<file path="config.mk">
export PLATFORM = sky130hd
export DESIGN_NAME = fifo_pop_scheduler_flat
export DESIGN_NICKNAME = d
export VERILOG_FILES = /design/src/rtl/fifo_pop_scheduler_pkg.sv /design/src/rtl/fifo_pop_scheduler_if.sv /design/src/rtl/fifo_pop_scheduler_rr_arbiter.sv /design/src/rtl/fifo_pop_scheduler.sv /design/src/flat_wrapper.sv
export SDC_FILE = /design/constraint.sdc
export NUM_CORES = 1
export LEC_CHECK = 0
export BUFFER_PORTS_ARGS = -buffer_cell sky130_fd_sc_hd__buf_2
export CAP_MARGIN = 20
export CORE_AREA = 2 2 55 57
export DETAILED_ROUTE_END_ITERATION = 8
export DIE_AREA = 0 0 57 59
export GPL_ROUTABILITY_DRIVEN = 1
export HOLD_SLACK_MARGIN = 0.08
export MAX_ROUTING_LAYER = met4
export PLACE_DENSITY = 0.81
export SETUP_SLACK_MARGIN = 0.2
export SYNTH_ARGS = -nofsm -noshare
export SYNTH_HDL_FRONTEND = slang
export SYNTH_SLANG_ARGS = --single-unit
</file>
<file path="constraint.sdc">
create_clock -name clk -period 3.6 [get_ports clk]
set_clock_uncertainty 0.15 [all_clocks]
set_input_delay 0.36 -clock clk [delete_from_list [all_inputs] [get_ports clk]]
set_output_delay 0.36 -clock clk [all_outputs]
set_load 0.02 [all_outputs]
</file>
<file path="src/rtl/fifo_pop_scheduler_pkg.sv">
// rtl/fifo_pop_scheduler_pkg.sv - shared state encodings, defaults and index-width helper
package fifo_ctrl_pkg;

    localparam int ST_W       = 3;
    localparam int DEF_UMB_AF = 12;
    localparam int DEF_UMB_AE = 2;

    typedef enum logic [ST_W-1:0] {
        ST_RESET  = 3'd0,
        ST_INIT   = 3'd1,
        ST_IDLE   = 3'd2,
        ST_ACTIVE = 3'd3,
        ST_PAUSE  = 3'd4,
        ST_ERROR  = 3'd5
    } state_t;

    // Width of a queue index; never zero so a single-queue build still has a field.
    function automatic int idx_w(input int n);
        return (n > 1) ? $clog2(n) : 1;
    endfunction

endpackage

</file>
<file path="src/rtl/fifo_pop_scheduler_if.sv">
// rtl/fifo_pop_scheduler_if.sv - FIFO-bank and downstream stream signals of the pop scheduler
interface fifo_pop_scheduler_if
    import fifo_ctrl_pkg::*;
#(
    parameter int NUM_Q  = 4,
    parameter int DATA_W = 6
);
    logic [NUM_Q-1:0]        pop;
    logic [NUM_Q-1:0]        fifo_empty;
    logic [NUM_Q-1:0]        fifo_error;
    logic [NUM_Q*DATA_W-1:0] fifo_data;
    logic                    dest_almost_full;
    logic [DATA_W-1:0]       data_out;
    logic                    valid_out;
    logic [idx_w(NUM_Q)-1:0] src_id;

    modport master (
        output pop, data_out, valid_out, src_id,
        input  fifo_empty, fifo_error, fifo_data, dest_almost_full
    );

    modport slave (
        input  pop, data_out, valid_out, src_id,
        output fifo_empty, fifo_error, fifo_data, dest_almost_full
    );
endinterface

</file>
<file path="src/rtl/fifo_pop_scheduler_rr_arbiter.sv">
// rtl/fifo_pop_scheduler_rr_arbiter.sv - round-robin arbiter owning the last-winner pointer
module rr_arbiter
    import fifo_ctrl_pkg::*;
#(
    parameter int NUM_Q = 4,
    localparam int IW   = idx_w(NUM_Q)
) (
    input  logic             clk,
    input  logic             reset,
    input  logic [NUM_Q-1:0] req,
    input  logic             en,
    output logic [NUM_Q-1:0] gnt,
    output logic [IW-1:0]    idx
);
    logic [IW-1:0] last;
    logic          hit;

    // Scan starts one past the previous winner so every requester is served in turn.
    always_comb begin
        gnt = '0;
        idx = '0;
        hit = 1'b0;
        for (int k = 1; k <= NUM_Q; k++) begin
            if (!hit && req[(int'(last) + k) % NUM_Q]) begin
                hit = 1'b1;
                idx = IW'((int'(last) + k) % NUM_Q);
            end
        end
        if (en && hit) begin
            gnt[idx] = 1'b1;
        end
    end

    always_ff @(posedge clk or posedge reset) begin
        if (reset) begin
            last <= IW'(NUM_Q - 1);
        end else if (en && hit) begin
            last <= idx;
        end
    end
endmodule

</file>
<file path="src/rtl/fifo_pop_scheduler.sv">
// rtl/fifo_pop_scheduler.sv - round-robin pop scheduler sharing one consumer across a FIFO bank
module fifo_pop_scheduler
    import fifo_ctrl_pkg::*;
#(
    parameter int NUM_Q      = 4,
    parameter int DATA_W     = 6,
    parameter int CNT_W      = 4,
    parameter int UMB_AF_DEF = DEF_UMB_AF,
    parameter int UMB_AE_DEF = DEF_UMB_AE
) (
    input  logic              clk,
    input  logic              reset,
    input  logic              init,
    input  logic [CNT_W-1:0]  umb_af_cfg,
    input  logic [CNT_W-1:0]  umb_ae_cfg,
    output logic [CNT_W-1:0]  umb_af_out,
    output logic [CNT_W-1:0]  umb_ae_out,
    output logic [ST_W-1:0]   state,
    output logic              error_out,
    fifo_pop_scheduler_if.master bus
);
    localparam int IW = idx_w(NUM_Q);

    state_t            state_q, state_d;
    logic              any_req;
    logic              arb_en;
    logic [IW-1:0]     win;
    logic              pop_d;
    logic [IW-1:0]     win_d;
    logic [DATA_W-1:0] data_q;
    logic [DATA_W-1:0] data_now;

    assign any_req = |(~bus.fifo_empty);
    // Back-pressure gates the strobe combinationally, ahead of the PAUSE transition.
    assign arb_en  = (state_q == ST_ACTIVE) && !bus.dest_almost_full;

    rr_arbiter #(.NUM_Q(NUM_Q)) u_arb (
        .clk   (clk),
        .reset (reset),
        .req   (~bus.fifo_empty),
        .en    (arb_en),
        .gnt   (bus.pop),
        .idx   (win)
    );

    always_comb begin
        state_d = state_q;
        if (|bus.fifo_error) begin
            state_d = ST_ERROR;
        end else begin
            case (state_q)
                ST_RESET:  state_d = ST_INIT;
                ST_INIT:   if (!init) state_d = ST_IDLE;
                ST_IDLE: begin
                    if (init)         state_d = ST_INIT;
                    else if (any_req) state_d = bus.dest_almost_full ? ST_PAUSE : ST_ACTIVE;
                end
                ST_ACTIVE: begin
                    if (bus.dest_almost_full) state_d = ST_PAUSE;
                    else if (!any_req)        state_d = ST_IDLE;
                end
                ST_PAUSE:  if (!bus.dest_almost_full) state_d = any_req ? ST_ACTIVE : ST_IDLE;
                ST_ERROR:  state_d = ST_ERROR;
                default:   state_d = ST_RESET;
            endcase
        end
    end

    always_ff @(posedge clk or posedge reset) begin
        if (reset) begin
            state_q    <= ST_RESET;
            umb_af_out <= CNT_W'(UMB_AF_DEF);
            umb_ae_out <= CNT_W'(UMB_AE_DEF);
            pop_d      <= 1'b0;
            win_d      <= '0;
            data_q     <= '0;
        end else begin
            state_q <= state_d;
            if (state_q == ST_INIT && init) begin
                umb_af_out <= umb_af_cfg;
                umb_ae_out <= umb_ae_cfg;
            end
            pop_d <= |bus.pop;
            if (|bus.pop) begin
                win_d <= win;
            end
            data_q <= data_now;
        end
    end

    // FIFO read data appears the cycle after its pop edge; otherwise hold the last word.
    assign data_now      = pop_d ? bus.fifo_data[int'(win_d)*DATA_W +: DATA_W] : data_q;
    assign bus.data_out  = data_now;
    assign bus.valid_out = pop_d;
    assign bus.src_id    = win_d;
    assign state         = state_q;
    assign error_out     = (state_q == ST_ERROR);
endmodule

</file>
<file path="src/flat_wrapper.sv">
// flat-port wrapper written by rule: the top's interface ports become plain ports
module fifo_pop_scheduler_flat import fifo_ctrl_pkg::*;
#(
    parameter int NUM_Q      = 4,
    parameter int DATA_W     = 6,
    parameter int CNT_W      = 4,
    parameter int UMB_AF_DEF = DEF_UMB_AF,
    parameter int UMB_AE_DEF = DEF_UMB_AE
)
  (clk, reset, init, umb_af_cfg, umb_ae_cfg, umb_af_out, umb_ae_out, state, error_out, bus_pop, bus_data_out, bus_valid_out, bus_src_id, bus_fifo_empty, bus_fifo_error, bus_fifo_data, bus_dest_almost_full);
  fifo_pop_scheduler_if #(.NUM_Q(NUM_Q), .DATA_W(DATA_W)) bus_i ();
  input  logic clk;
  input  logic reset;
  input  logic init;
  input  logic [CNT_W-1:0] umb_af_cfg;
  input  logic [CNT_W-1:0] umb_ae_cfg;
  output logic [CNT_W-1:0] umb_af_out;
  output logic [CNT_W-1:0] umb_ae_out;
  output logic [ST_W-1:0] state;
  output logic error_out;
  output wire logic [$bits(bus_i.pop)-1:0] bus_pop;
  output wire logic [$bits(bus_i.data_out)-1:0] bus_data_out;
  output wire logic [$bits(bus_i.valid_out)-1:0] bus_valid_out;
  output wire logic [$bits(bus_i.src_id)-1:0] bus_src_id;
  input wire logic [$bits(bus_i.fifo_empty)-1:0] bus_fifo_empty;
  input wire logic [$bits(bus_i.fifo_error)-1:0] bus_fifo_error;
  input wire logic [$bits(bus_i.fifo_data)-1:0] bus_fifo_data;
  input wire logic [$bits(bus_i.dest_almost_full)-1:0] bus_dest_almost_full;
  assign bus_pop = bus_i.pop;
  assign bus_data_out = bus_i.data_out;
  assign bus_valid_out = bus_i.valid_out;
  assign bus_src_id = bus_i.src_id;
  assign bus_i.fifo_empty = bus_fifo_empty;
  assign bus_i.fifo_error = bus_fifo_error;
  assign bus_i.fifo_data = bus_fifo_data;
  assign bus_i.dest_almost_full = bus_dest_almost_full;
  fifo_pop_scheduler #(.NUM_Q(NUM_Q), .DATA_W(DATA_W), .CNT_W(CNT_W), .UMB_AF_DEF(UMB_AF_DEF), .UMB_AE_DEF(UMB_AE_DEF)) u_core (.clk(clk), .reset(reset), .init(init), .umb_af_cfg(umb_af_cfg), .umb_ae_cfg(umb_ae_cfg), .umb_af_out(umb_af_out), .umb_ae_out(umb_ae_out), .state(state), .error_out(error_out), .bus(bus_i));
endmodule
</file>
Yosys cells after proc, flatten, opt, wreduce, memory -nomap -nowiden:

Index checks and enable logic that the tools add are counted.

* output and inout bits: 25
* register bits: 22
* logic and storage cells: 87
* input port bits: 44

* magnitude comparators: 6
* $add $sub $neg: 4
* reductions and logical operators: 20
* shifts and indexed selects: 1
* multipliers: 1
* bitwise logic cells: 5
* mux-type cells: 34
* equality and inequality tests: 9

Operators by type and width (number)
* $shiftx 24x32->6: 1
* $mux 3: 8
* $pmux 3 s6: 1
* $lt 3x4->1 const B: 4
* $mux 1: 14
* $reduce_or 4->1: 3
* $bmux 1 s2: 4
* $mux 2: 4
* $reduce_or 2->1: 4
* $logic_and 1x1->1: 7
* $eq 3x2->1 const B: 2
* $eq 3x3->1 const B: 2
* $mux 6: 1
* $ne 3x2->1 const B: 2
* $add 2x1->2 const B: 2
* $add 2x2->2 const B: 2
* $and 1x1->1 const A: 4
* $logic_not 1->1: 4
* $mul 2x2->4 const B: 1
* $mux 4: 1
* $ne 4x2->1 const B: 1
* $ne 4x4->1 const B: 1
* $not 4->4: 1
* $reduce_and 4->1: 1
* other kinds (5): 5

Logic depth before layout (Yosys ltp):

Gate-level depths: netlist (run 1).

* word-level depth: 22
* gate-level depth with buffers: 6
* gate-level depth less buffers: 5

Hierarchy:

Synthesis (run 1) repeated with hierarchy kept, for this count alone.

* cell total of the unflattened synthesis: 108
* area, all modules: 1331.3 µm²

Modules (own cells, without submodules)
* fifo_pop_scheduler: seq. area each 504.2 µm², cells an instance 78, instances 1, area an instance 1044.8 µm²
* rr_arbiter: seq. area each 52.6 µm², cells an instance 30, instances 1, area an instance 286.5 µm²

Worst setup path after synthesis (run 1):

Ideal clock, no wire load.

* kind: register to output
* from: register u_core.state_q[1], in the netlist u_core.state[1]
* to: output port bus_pop[0]
* buffers on the path: 1
* required time: 3.090 ns
* cell stages (with the launch flop): 7
* setup slack: 1.323 ns
* data arrival time: 1.767 ns
* cell sequence: dfrtp_1 > buf_4 > nor2b_1 > nand3_1 > inv_1 > o21ai_1 > a211oi_1

* longest elaborated chain between the ends: 4

RTL lines
* start: declaration: line fifo_pop_scheduler.sv:24 `state_t state_q, state_d;`
* start signal: assignment: line fifo_pop_scheduler.sv:78 `state_q <= state_d;`
* $eq 3x2->1: line fifo_pop_scheduler.sv:35 `assign arb_en = (state_q == ST_ACTIVE) && !bus.dest_almost_full;`
* $logic_and 1x1->1: line fifo_pop_scheduler.sv:35
* $logic_and 1x1->1: line fifo_pop_scheduler_rr_arbiter.sv:29 `if (en && hit) begin`
* $mux 4: line fifo_pop_scheduler_rr_arbiter.sv:29
* end: declaration: line flat_wrapper.sv:21 `output wire logic [$bits(bus_i.pop)-1:0] bus_pop;`

Every way passes these cells.

Worst setup path after layout (run 1):

* from: register u_core.state_q[1], in the netlist u_core.state[1]
* to: output port bus_pop[3]

The elaborated chain is that of the path after synthesis.

==> results of run 1 <==
## layout make-up
type	instances	area, sq um
sequential	22	557
timing repair buffer	69	350
fill	233	1050
clock buffer	3	22.5
multi-input combinational	69	636
clock inverter	1	30.0
inverter	6	22.5
tap	31	38.8
## power groups by stage
stage          Combinational (mW)  Sequential [mW]  Clock [mW]
4_1_cts                    0.0623            0.255       0.190
3_5_place_dp               0.0613            0.260           0
6_report                   0.0621            0.255       0.183
5_1_grt                    0.0682            0.256       0.199
3_3_place_gp               0.0590            0.259           0
2_1_floorplan              0.0199            0.266           0
## cell usage after synthesis, drive strengths merged, types with 3 or more instances
master,count
dfrtp,17
mux2,14
inv,6
mux4,6
nand2,6
dfstp,5
nor2b,5
a21oi,4
buf,4
and2,3
o21ai,3
o31ai,3
## logic make-up after synthesis
kind of cell	synth area share [%]
AO/OA/AOI/OAI	13.0
AND/OR/NAND/NOR	13.0
multiplexers	24.4
adder cells (fa/ha/maj)	0.807
buffers and inverters	3.83
flip-flops	44.9
## per-layer routing
layer	GRT usage [%]	vias up
li1	-	519
met1	21.6	518
met2	30.9	69
met3	1.97	4
met4	6.98	0
met5	-	-
## worst reg2reg max path: cells and delay by family (launching register included)
kind,cells,cell delay (ns)
buffers and inverters,1,0.12
flip-flops,1,0.50
multiplexers,1,0.40
AND/OR/NAND/NOR,1,0.54
## what timing repair did
item	CTS	global route
buffers inserted	0	0
endpoints found under the setup margin	0	0
hold buffers	1	0
endpoints found under the hold margin	10	0
## per-stage QoR
step	utilization (%)	cell area, sq um	hold WS (ns)
5_1_grt	61.1	1660	0.126
3_5_place_dp	58.8	1590	0.335
6_report	61.1	1660	0.134
4_1_cts	61.1	1660	0.114
2_1_floorplan	-	1240	0.196
3_3_place_gp	58.8	1590	0.333
## registers in the layout, indices dropped and copies added, names as in the netlist
| signal | flops |
|---|---|
| u_core.state | 3 |
| u_core.umb_af_out | 4 |
| u_core.data_q | 6 |
| u_core.bus.src_id | 2 |
| u_core.bus.valid_out | 1 |
| u_core.umb_ae_out | 4 |
| u_core.u_arb.last | 2 |
## worst max path at each step
stage                                    start    endpoint  depth (start not counted)
after global routing           u_core.state[1]  bus_pop[3]                          5
after floorplan                u_core.state[1]  bus_pop[0]                          6
after global placement       bus_fifo_empty[1]  bus_pop[0]                          6
after detailed placement  u_core.u_arb.last[1]  bus_pop[0]                          5
after CTS                      u_core.state[1]  bus_pop[3]                          5
final                          u_core.state[1]  bus_pop[3]                          5
==> results.yml, run 1 <==
outcome:
  status: "complete, no violations"
power_and_ir_drop:
  ir_drop_v: 0.000250
  internal_power_mw: 0.398
  pwr_density_cell_nw_per_um2: 302
  pwr-share-seq_pct: 51.0
  fin_total_pwr_mw: 0.501
  swShare_pct: 20.6
  power_leakage_nw: 0.835
  clkPwrFrac_pct: 36.6
  p_comb_share_pct: 12.4
  p_switching_mw: 0.103
sta:
  fmax_ghz: 0.390
  maxSlewViolCount: 0
  period_needed_ns: 2.57
  finalSetupTns_ns: 0
  rsz0062_at_grt: "false"
  period_share_pct: 71.3
  fin_ws_ns: 1.03
  final_hold_viol_count: 0
  tightest_slew_ns: 0.809
  slew_headroom_pct: 46.0
  setup_viol: 0
critical_path:
  end_kind: "output port"
  worstRegToRegCells: 3
  worstPathCellList: "nor2b_1 -> nand3_1 -> nor3_1 -> nor2b_1 -> buf_2"
  path_max_fanout: 8
  critical_path.startpoint_type: "register"
  ff2ff_setup_slack_ns: 1.80
  cp_top_family: "simple AND/OR/NAND/NOR gates"
  critPathBufInv: 1
  cp_slowest_cell: "dfrtp_1"
  max_stage_delay_ns: 0.55
  rr_endpoint: "u_core.umb_ae_out[0]"
  arrival_ns: 2.06
  cp_common_cell: "nor2b_1"
  path_class: "register to output port"
  worst_ep_required_time_ns: 3.09
  reg2reg_from: "u_core.state[0]"
synth:
  ys_seq_elements: 22
  synth_top_area_share_pct: 34.3
  syn_area_sq_um: 1240
  synth_fp_nets: 146
  synthArstFlopShare_pct: 100
  synth_edf_count: 0
  netlist_instances: 102
  ys_types: 37
  netlist_top_cells_area: "dfrtp_1 (34%), mux2_2 (13%), mux4_2 (11%), dfstp_2 (11%), nor2b_1 (2.5%)"
  synth_top_flop_cell: "dfrtp_1"
  ys_seq_area_share_pct: 44.9
  yosysWarnings: 0
  syn_area_per_cell_sq_um: 12.2
  synth_top_area_cell: "dfrtp_1"
clock_network:
  cts_tree: "yes"
  cts_buffers: 3
  clock_path_buffers: 2
  clk_pin_slew_ns: 0.12
  cts_sinks: 22
  cts_resized: 0
  htree_levels: 1
  clk_latency_ns: 0.30
  clockRootBuffer: "clkbuf_4"
route:
  wl_per_cell_um: 14.7
  wl_met1_um: 1160
  num_vias: 1110
  drtAntennaViolNets: 0
  drt-total-wl_um: 2960
  drc: 0
  drt-initial-drc-count: 47
  drtPass1Iterations: 4
  top_layer: "met4"
  vias_per_cell: 5.52
  wl_met3_um: 281
  route.met2.wl_um: 1480
floorplan:
  rows: 19
  core_sq_um: 2710
  die_h_um: 59
  initial_utilization_pct: 45.8
  die_area_sq_um: 3360
  die_x_um: 57
  io_pins: 69
cells_and_area:
  antenna-diode-count: 0
  mostFrequentLayoutCells: "buf_2 (68), dfrtp_1 (17), mux2_2 (14)"
  syn2layout_area_growth_pct: 33.6
  mostFrequentLayoutCell: "buf_2"
  drive_gt1_share_pct: 59.4
  final_cells: 201
  nets: 215
grt:
  grt_overflow: 0
  grt_pass1_vias: 1035
  grt_first_pass_wirelength_um: 4610
  grt_max_degree: 23
  grt_usage_pct: 17.9
  antenna_found_initial: 0
worst_hold_path:
  hold_depth: 2
  holdPathEnd: "u_core.umb_ae_out[2]"
  min_from: "umb_ae_cfg[2]"
  hold_path.class: "input pin to register"
place:
  dpl.cell_count: 196
  place_ws_ns: 1.36
  portBuffers: 68
  dpl.hpwl_um: 2380
  place.gp.congestion: 0.798
flow_run:
  timing.max_cap.violations: 0
No activity file was read; power rests on OpenSTA's default activity.
==> inputs of run 2 (changes only) <==
--- a/config.mk
+++ b/config.mk
@@ -5,15 +5,16 @@
 export SDC_FILE = /design/constraint.sdc
 export NUM_CORES = 1
 export LEC_CHECK = 0
+export ABC_AREA = 1
 export BUFFER_PORTS_ARGS = -buffer_cell sky130_fd_sc_hd__buf_2
 export CAP_MARGIN = 20
-export CORE_AREA = 2 2 55 57
+export CORE_AREA = 2 2 60 62
 export DETAILED_ROUTE_END_ITERATION = 8
-export DIE_AREA = 0 0 57 59
+export DIE_AREA = 0 0 62 64
 export GPL_ROUTABILITY_DRIVEN = 1
 export HOLD_SLACK_MARGIN = 0.08
 export MAX_ROUTING_LAYER = met4
-export PLACE_DENSITY = 0.81
+export PLACE_DENSITY = 0.77
 export SETUP_SLACK_MARGIN = 0.2
 export SYNTH_ARGS = -nofsm -noshare
 export SYNTH_HDL_FRONTEND = slang
==> constraint.sdc (replaced) <==
create_clock -name clk -period 2.5 [get_ports clk]
set_clock_uncertainty 0.15 [all_clocks]
set_input_delay 0.25 -clock clk [delete_from_list [all_inputs] [get_ports clk]]
set_output_delay 0.25 -clock clk [all_outputs]
set_load 0.02 [all_outputs]
==> results.yml, run 2 <==
sta:
  period_share_pct: 89.7
  tightest_slew_ns: 0.779
  final_hold_viol_count: 0
  finalSetupTns_ns: 0
  slew_headroom_pct: 48.0
  fmax_ghz: 0.446
  maxSlewViolCount: 0
  period_needed_ns: 2.24
  setup_viol: 0
  rsz0062_at_grt: "true"
power_and_ir_drop:
  p_switching_mw: 0.136
  internal_power_mw: 0.462
  pwr-share-seq_pct: 59.6
  power_leakage_nw: 1.05
  p_comb_share_pct: 13.8
  ir_drop_v: 0.000114
  clkPwrFrac_pct: 26.6
  swShare_pct: 22.8
  fin_total_pwr_mw: 0.598
  pwr_density_cell_nw_per_um2: 300
floorplan:
  initial_utilization_pct: 44.7
  rows: 21
  core_sq_um: 3280
  die_x_um: 62
  io_pins: 69
  die_h_um: 64
  die_area_sq_um: 3970
flow_run:
  timing.max_cap.violations: 0
grt:
  grt_max_degree: 23
  grt_overflow: 0
  antenna_found_initial: 0
  grt_pass1_vias: 1368
  grt_first_pass_wirelength_um: 5710
  grt_usage_pct: 18.9
critical_path:
  worstPathCellList: "buf_4 -> nand2_1 -> nand2_1 -> nand2_1 -> nand2_1 -> nand2_1 -> nand2_1 -> nand2_2 -> nand2_1 -> nand2_1 -> nor2_1 -> buf_4"
  worstRegToRegCells: 9
  arrival_ns: 1.84
  end_kind: "output port"
  rr_endpoint: "u_core.bus.src_id[1]"
  cp_common_cell: "nand2_1"
  ff2ff_setup_slack_ns: 0.87
  reg2reg_from: "u_core.u_arb.last[0]"
  cp_top_family: "simple AND/OR/NAND/NOR gates"
  max_stage_delay_ns: 0.61
  path_class: "register to output port"
  path_max_fanout: 5
  cp_slowest_cell: "dfstp_2"
  critPathBufInv: 2
  critical_path.startpoint_type: "register"
  worst_ep_required_time_ns: 2.10
cells_and_area:
  mostFrequentLayoutCells: "buf_2 (64), nor2_1 (45), nand2_1 (38)"
  regMostFlops: "u_core.data_q"
  nets: 326
  mostFrequentLayoutCell: "buf_2"
  largest_reg_flops: 6
  fillers: 301
  drive_gt1_share_pct: 40.9
  multiInputGateArea_sq_um: 817
  syn2layout_area_growth_pct: 35.7
  seqCellArea_sq_um: 558
  antenna-diode-count: 0
  largestRegisters: "u_core.data_q: 6 flops, u_core.umb_ae_out: 4 flops, u_core.umb_af_out: 4 flops"
route:
  drtPass1Iterations: 4
  num_vias: 1541
  drtAntennaViolNets: 0
  drc: 0
  wl_per_cell_um: 10.9
  vias_per_cell: 4.71
  drt-total-wl_um: 3560
  drt-initial-drc-count: 78
worst_hold_path:
  hold_path.class: "input pin to register"
  hold_depth: 3
  holdPathEnd: "u_core.data_q[4]"
  min_from: "bus_fifo_data[10]"
clock_network:
  clk_latency_ns: 0.29
  clk_pin_slew_ns: 0.11
  clockRootBuffer: "clkbuf_4"
  cts_buffers: 3
  cts_tree: "yes"
  htree_levels: 1
  cts_sinks: 22
  clock_path_buffers: 2
place:
  dpl.hpwl_um: 2620
  place.gp.congestion: 0.879
  portBuffers: 68
synth:
  post-synth-top-count-cell: "nor2_1"
  synth_fp_nets: 247
  ys_seq_elements: 22
  synth_top_area_share_pct: 29.0
  synth_top_area_cell: "dfrtp_1"
  synth_edf_count: 0
  ys_seq_area_share_pct: 37.9
  synth_common_cells: "nor2_1 (46), nand2_1 (39), o21ai_0 (18)"
  netlist_top_cells_area: "dfrtp_1 (29%), nor2_1 (12%), nand2_1 (10%), dfstp_2 (8.9%), o21ai_0 (6.1%)"
  ys_types: 25
  syn_area_sq_um: 1470
  syn_area_per_cell_sq_um: 7.24
  yosysWarnings: 0
  synthArstFlopShare_pct: 100
  netlist_instances: 203
  synth_top_flop_cell: "dfrtp_1"
outcome:
  status: "complete, no violations"
## run 2: cell types whose count changed after synthesis, sizes merged, moves of 10 or more
cell	change
nor2	+47
nand3	+10
inv	+13
o21ai	+17
nand2	+47
## run 2: logic make-up after synthesis
family | after synthesis | share of synthesized area (%)
and+or+nand+nor | 120 | 37.9
AOI/OAI and AO/OA | 29 | 11.2
buffers and inverters | 24 | 6.81
DFF | 22 | 37.9
muxes | 8 | 6.13
## run 2: how the worst max path moves through the flow
stage                              start         end  slack, ns  cells after the start
global route        u_core.u_arb.last[0]  bus_pop[2]       0.09                     10
global placement    u_core.u_arb.last[0]  bus_pop[3]       0.50                     11
detailed placement  u_core.u_arb.last[0]  bus_pop[0]       0.46                     11
finish              u_core.u_arb.last[0]  bus_pop[2]       0.26                     12
CTS                 u_core.u_arb.last[0]  bus_pop[0]       0.24                     11
floorplan           u_core.u_arb.last[0]  bus_pop[0]       0.65                     11
## run 2: area by class of cell
| type | count | share of cell area, % |
|---|---|---|
| inverter | 19 | 3.77 |
| timing repair buffer | 79 | 23.0 |
| sequential | 22 | 28.0 |
| tap | 46 | 2.89 |
| clock buffer | 4 | 1.32 |
| multi-input combinational | 157 | 41.0 |
## run 2: per-stage QoR
step	hold WS [ns]	worst slack, ns	utilization (%)	instances	cell area [sq um]
2_1_floorplan	0.0855	0.650	-	203	1470
3_3_place_gp	0.286	0.503	56.0	312	1840
3_5_place_dp	0.284	0.461	56.0	312	1840
4_1_cts	0.139	0.244	60.0	327	1970
5_1_grt	0.166	0.0871	60.7	327	1990
6_report	0.148	0.259	60.7	327	1990
## run 2: worst register-to-register path: stages (launching register included)
cell,delay (ns)
dfstp_2,0.61
inv_2,0.11
nand2_1,0.11
nand2_4,0.07
nand2_2,0.07
nand2_2,0.06
nand4_1,0.10
nand3_2,0.11
nand2_1,0.11
nand2_1,0.05
## run 2: power groups by stage
stage	Sequential (mW)	Combinational, mW	Clock (mW)
floorplan	0.363	0.0309	0
global placement	0.363	0.0716	0
detailed placement	0.363	0.0716	0
CTS	0.356	0.0824	0.167
global route	0.357	0.0946	0.185
finish	0.356	0.0826	0.159
## run 2: timing repair
action                     4_1_cts  5_1_grt
pin swaps                        0        1
setup endpoints to repair        4       10
buffers inserted                 2        0
hold endpoints to repair        25        0
hold buffers                     9        0
resized for setup                0        9
## run 2: routing by layer
metal | track usage [%] | share of wire (%) | vias up
met4 | 4.79 | 0.53 | 0
met1 | 24.7 | 47 | 677
met2 | 30.2 | 46 | 50
met5 | - | 0 | -
met3 | 2.83 | 6.6 | 2
li1 | - | - | 812
==> inputs of run 3 (changes only) <==
--- a/config.mk
+++ b/config.mk
@@ -8,13 +8,13 @@
 export ABC_AREA = 1
 export BUFFER_PORTS_ARGS = -buffer_cell sky130_fd_sc_hd__buf_2
 export CAP_MARGIN = 20
-export CORE_AREA = 2 2 60 62
+export CORE_AREA = 2 2 58 60
 export DETAILED_ROUTE_END_ITERATION = 8
-export DIE_AREA = 0 0 62 64
+export DIE_AREA = 0 0 60 62
 export GPL_ROUTABILITY_DRIVEN = 1
 export HOLD_SLACK_MARGIN = 0.08
 export MAX_ROUTING_LAYER = met4
-export PLACE_DENSITY = 0.77
+export PLACE_DENSITY = 0.82
 export SETUP_SLACK_MARGIN = 0.2
 export SYNTH_ARGS = -nofsm -noshare
 export SYNTH_HDL_FRONTEND = slang
==> constraint.sdc (replaced) <==
create_clock -name clk -period 2.7 [get_ports clk]
set_clock_uncertainty 0.15 [all_clocks]
set_input_delay 0.27 -clock clk [delete_from_list [all_inputs] [get_ports clk]]
set_output_delay 0.27 -clock clk [all_outputs]
set_load 0.02 [all_outputs]
==> results.yml, run 3 (synthesized netlist as in run 2, its figures left out) <==
route:
  wl_met3_um: 247
  drtPass1Iterations: 5
  vias_per_cell: 4.81
  route.met2.wl_um: 1730
  wl_per_cell_um: 10.9
  top_layer: "met4"
  drt-initial-drc-count: 123
  drc: 0
  num_vias: 1583
  drt-total-wl_um: 3600
  drtAntennaViolNets: 0
  wl_met1_um: 1580
place:
  portBuffers: 68
  place.gp.congestion: 0.869
  dpl.cell_count: 312
  place_ws_ns: 0.663
  dpl.hpwl_um: 2610
  placed_cell_area_sq_um: 1840
critical_path:
  worst_ep_required_time_ns: 2.28
  end_kind: "output port"
  arrival_ns: 1.94
  path_max_fanout: 6
  crit_path_start: "u_core.u_arb.last[0]"
  reg2reg_from: "u_core.u_arb.last[0]"
  critical_path.startpoint_type: "register"
  path_class: "register to output port"
power_and_ir_drop:
  power_leakage_nw: 1.07
  pwr_density_cell_nw_per_um2: 293
  ir_drop_v: 0.000126
  fin_total_pwr_mw: 0.584
sta:
  period_share_pct: 87.4
  tightest_slew_ns: 0.804
  period_needed_ns: 2.36
  rsz0062_at_grt: "false"
  fmax_ghz: 0.424
  setup_viol: 0
  whs_ns: 0.174
  fin_ws_ns: 0.340
  slew_headroom_pct: 46.4
  finalSetupTns_ns: 0
  maxSlewViolCount: 0
  final_hold_viol_count: 0
cells_and_area:
  final_util_pct: 62.7
  mostFrequentLayoutCell: "buf_2"
  drive_gt1_share_pct: 40.3
  nets: 328
  syn2layout_area_growth_pct: 35.6
  regMostFlops: "u_core.data_q"
  design_area_sq_um: 1990
  antenna-diode-count: 0
  largest_reg_flops: 6
  largestRegisters: "u_core.data_q: 6 flops, u_core.umb_ae_out: 4 flops, u_core.umb_af_out: 4 flops"
  final_cells: 329
  mostFrequentLayoutCells: "buf_2 (68), nor2_1 (46), nand2_1 (39)"
floorplan:
  die_area_sq_um: 3720
  die_h_um: 62
  io_pins: 69
  core_sq_um: 3180
  rows: 21
  initial_utilization_pct: 46.2
  die_x_um: 60
grt:
  grt_first_pass_wirelength_um: 5380
  grt_pass1_vias: 1269
  grt_usage_pct: 19.6
  grt_max_degree: 23
  grt_overflow: 0
  antenna_found_initial: 0
clock_network:
  cts_buffers: 3
  clock_path_buffers: 2
  clk_pin_slew_ns: 0.11
  clk_latency_ns: 0.30
  clockRootBuffer: "clkbuf_4"
  htree_levels: 1
  cts_sinks: 22
  cts_tree: "yes"
worst_hold_path:
  hold_path.class: "input pin to register"
  min_from: "bus_fifo_data[21]"
outcome:
  status: "complete, no violations"
flow_run:
  timing.max_cap.violations: 0
-- run 3: cell types whose count changed in the layout (fill, tap and decap cells not counted) --
cell	change
nand2_2	-1
dfrtp_2	-1
nand2_1	+1
dfrtp_1	+1
buf_4	-2
clkbuf_8	+1
clkbuf_1	-1
buf_6	-1
nor2_1	+1
clkbuf_2	+1
clkinvlp_4	-1
nor2_2	-1
inv_1	+1
buf_2	+4
-- run 3: worst paths after layout --
path                                              to  slack (ns)  cells past startpoint
worst max-delay path                      bus_pop[0]        0.34                     12
worst min-delay path                u_core.data_q[3]        0.17                      3
worst max register to register  u_core.bus.src_id[0]        0.97                     10
worst min register to register  u_core.umb_ae_out[0]        0.37                      1
max in group asynchronous       u_core.umb_ae_out[3]        1.38                      3
min in group asynchronous           u_core.data_q[5]        0.52                      3
-- run 3: routing by layer --
| metal | up-vias | global-route usage (%) |
|---|---|---|
| met2 | 63 | 33.7 |
| met3 | 4 | 2.90 |
| li1 | 820 | - |
| met4 | 0 | 5.71 |
| met5 | - | - |
| met1 | 696 | 23.9 |
-- run 3: worst max-delay path: stages (launching register included) --
cell and delay [ns]:
dfstp_2 0.62, clkbuf_2 0.19, nand2_2 0.08, nand2_4 0.09, nand2_2 0.04, nand2_1 0.05, nand2_1 0.06, nand2_1 0.07
nand2_2 0.06, nand2_1 0.06, nand2_1 0.07, nor2_1 0.08, buf_2 0.16
-- run 3: final cells by class --
class                           instances  area (sq um)
Clock buffer                            4          36.3
Fill cell                             270          1190
Inverter                               19          71.3
Multi-Input combinational cell        157           812
Sequential cell                        22           557
Tap cell                               46          57.6
Timing Repair Buffer                   81           458
-- run 3: report_power, final --
part	internal (mW)	switching (mW)	total [mW]
combinational	0.0402	0.0369	0.0771
clock	0.0823	0.0949	0.177
sequential	0.330	0.0000641	0.330
-- run 3: what timing repair did --
item	in CTS	in global routing
resized for setup	0	0
hold buffers	9	0
endpoints found under the hold margin	25	0
setup buffers	0	4
endpoints found under the setup margin	0	4
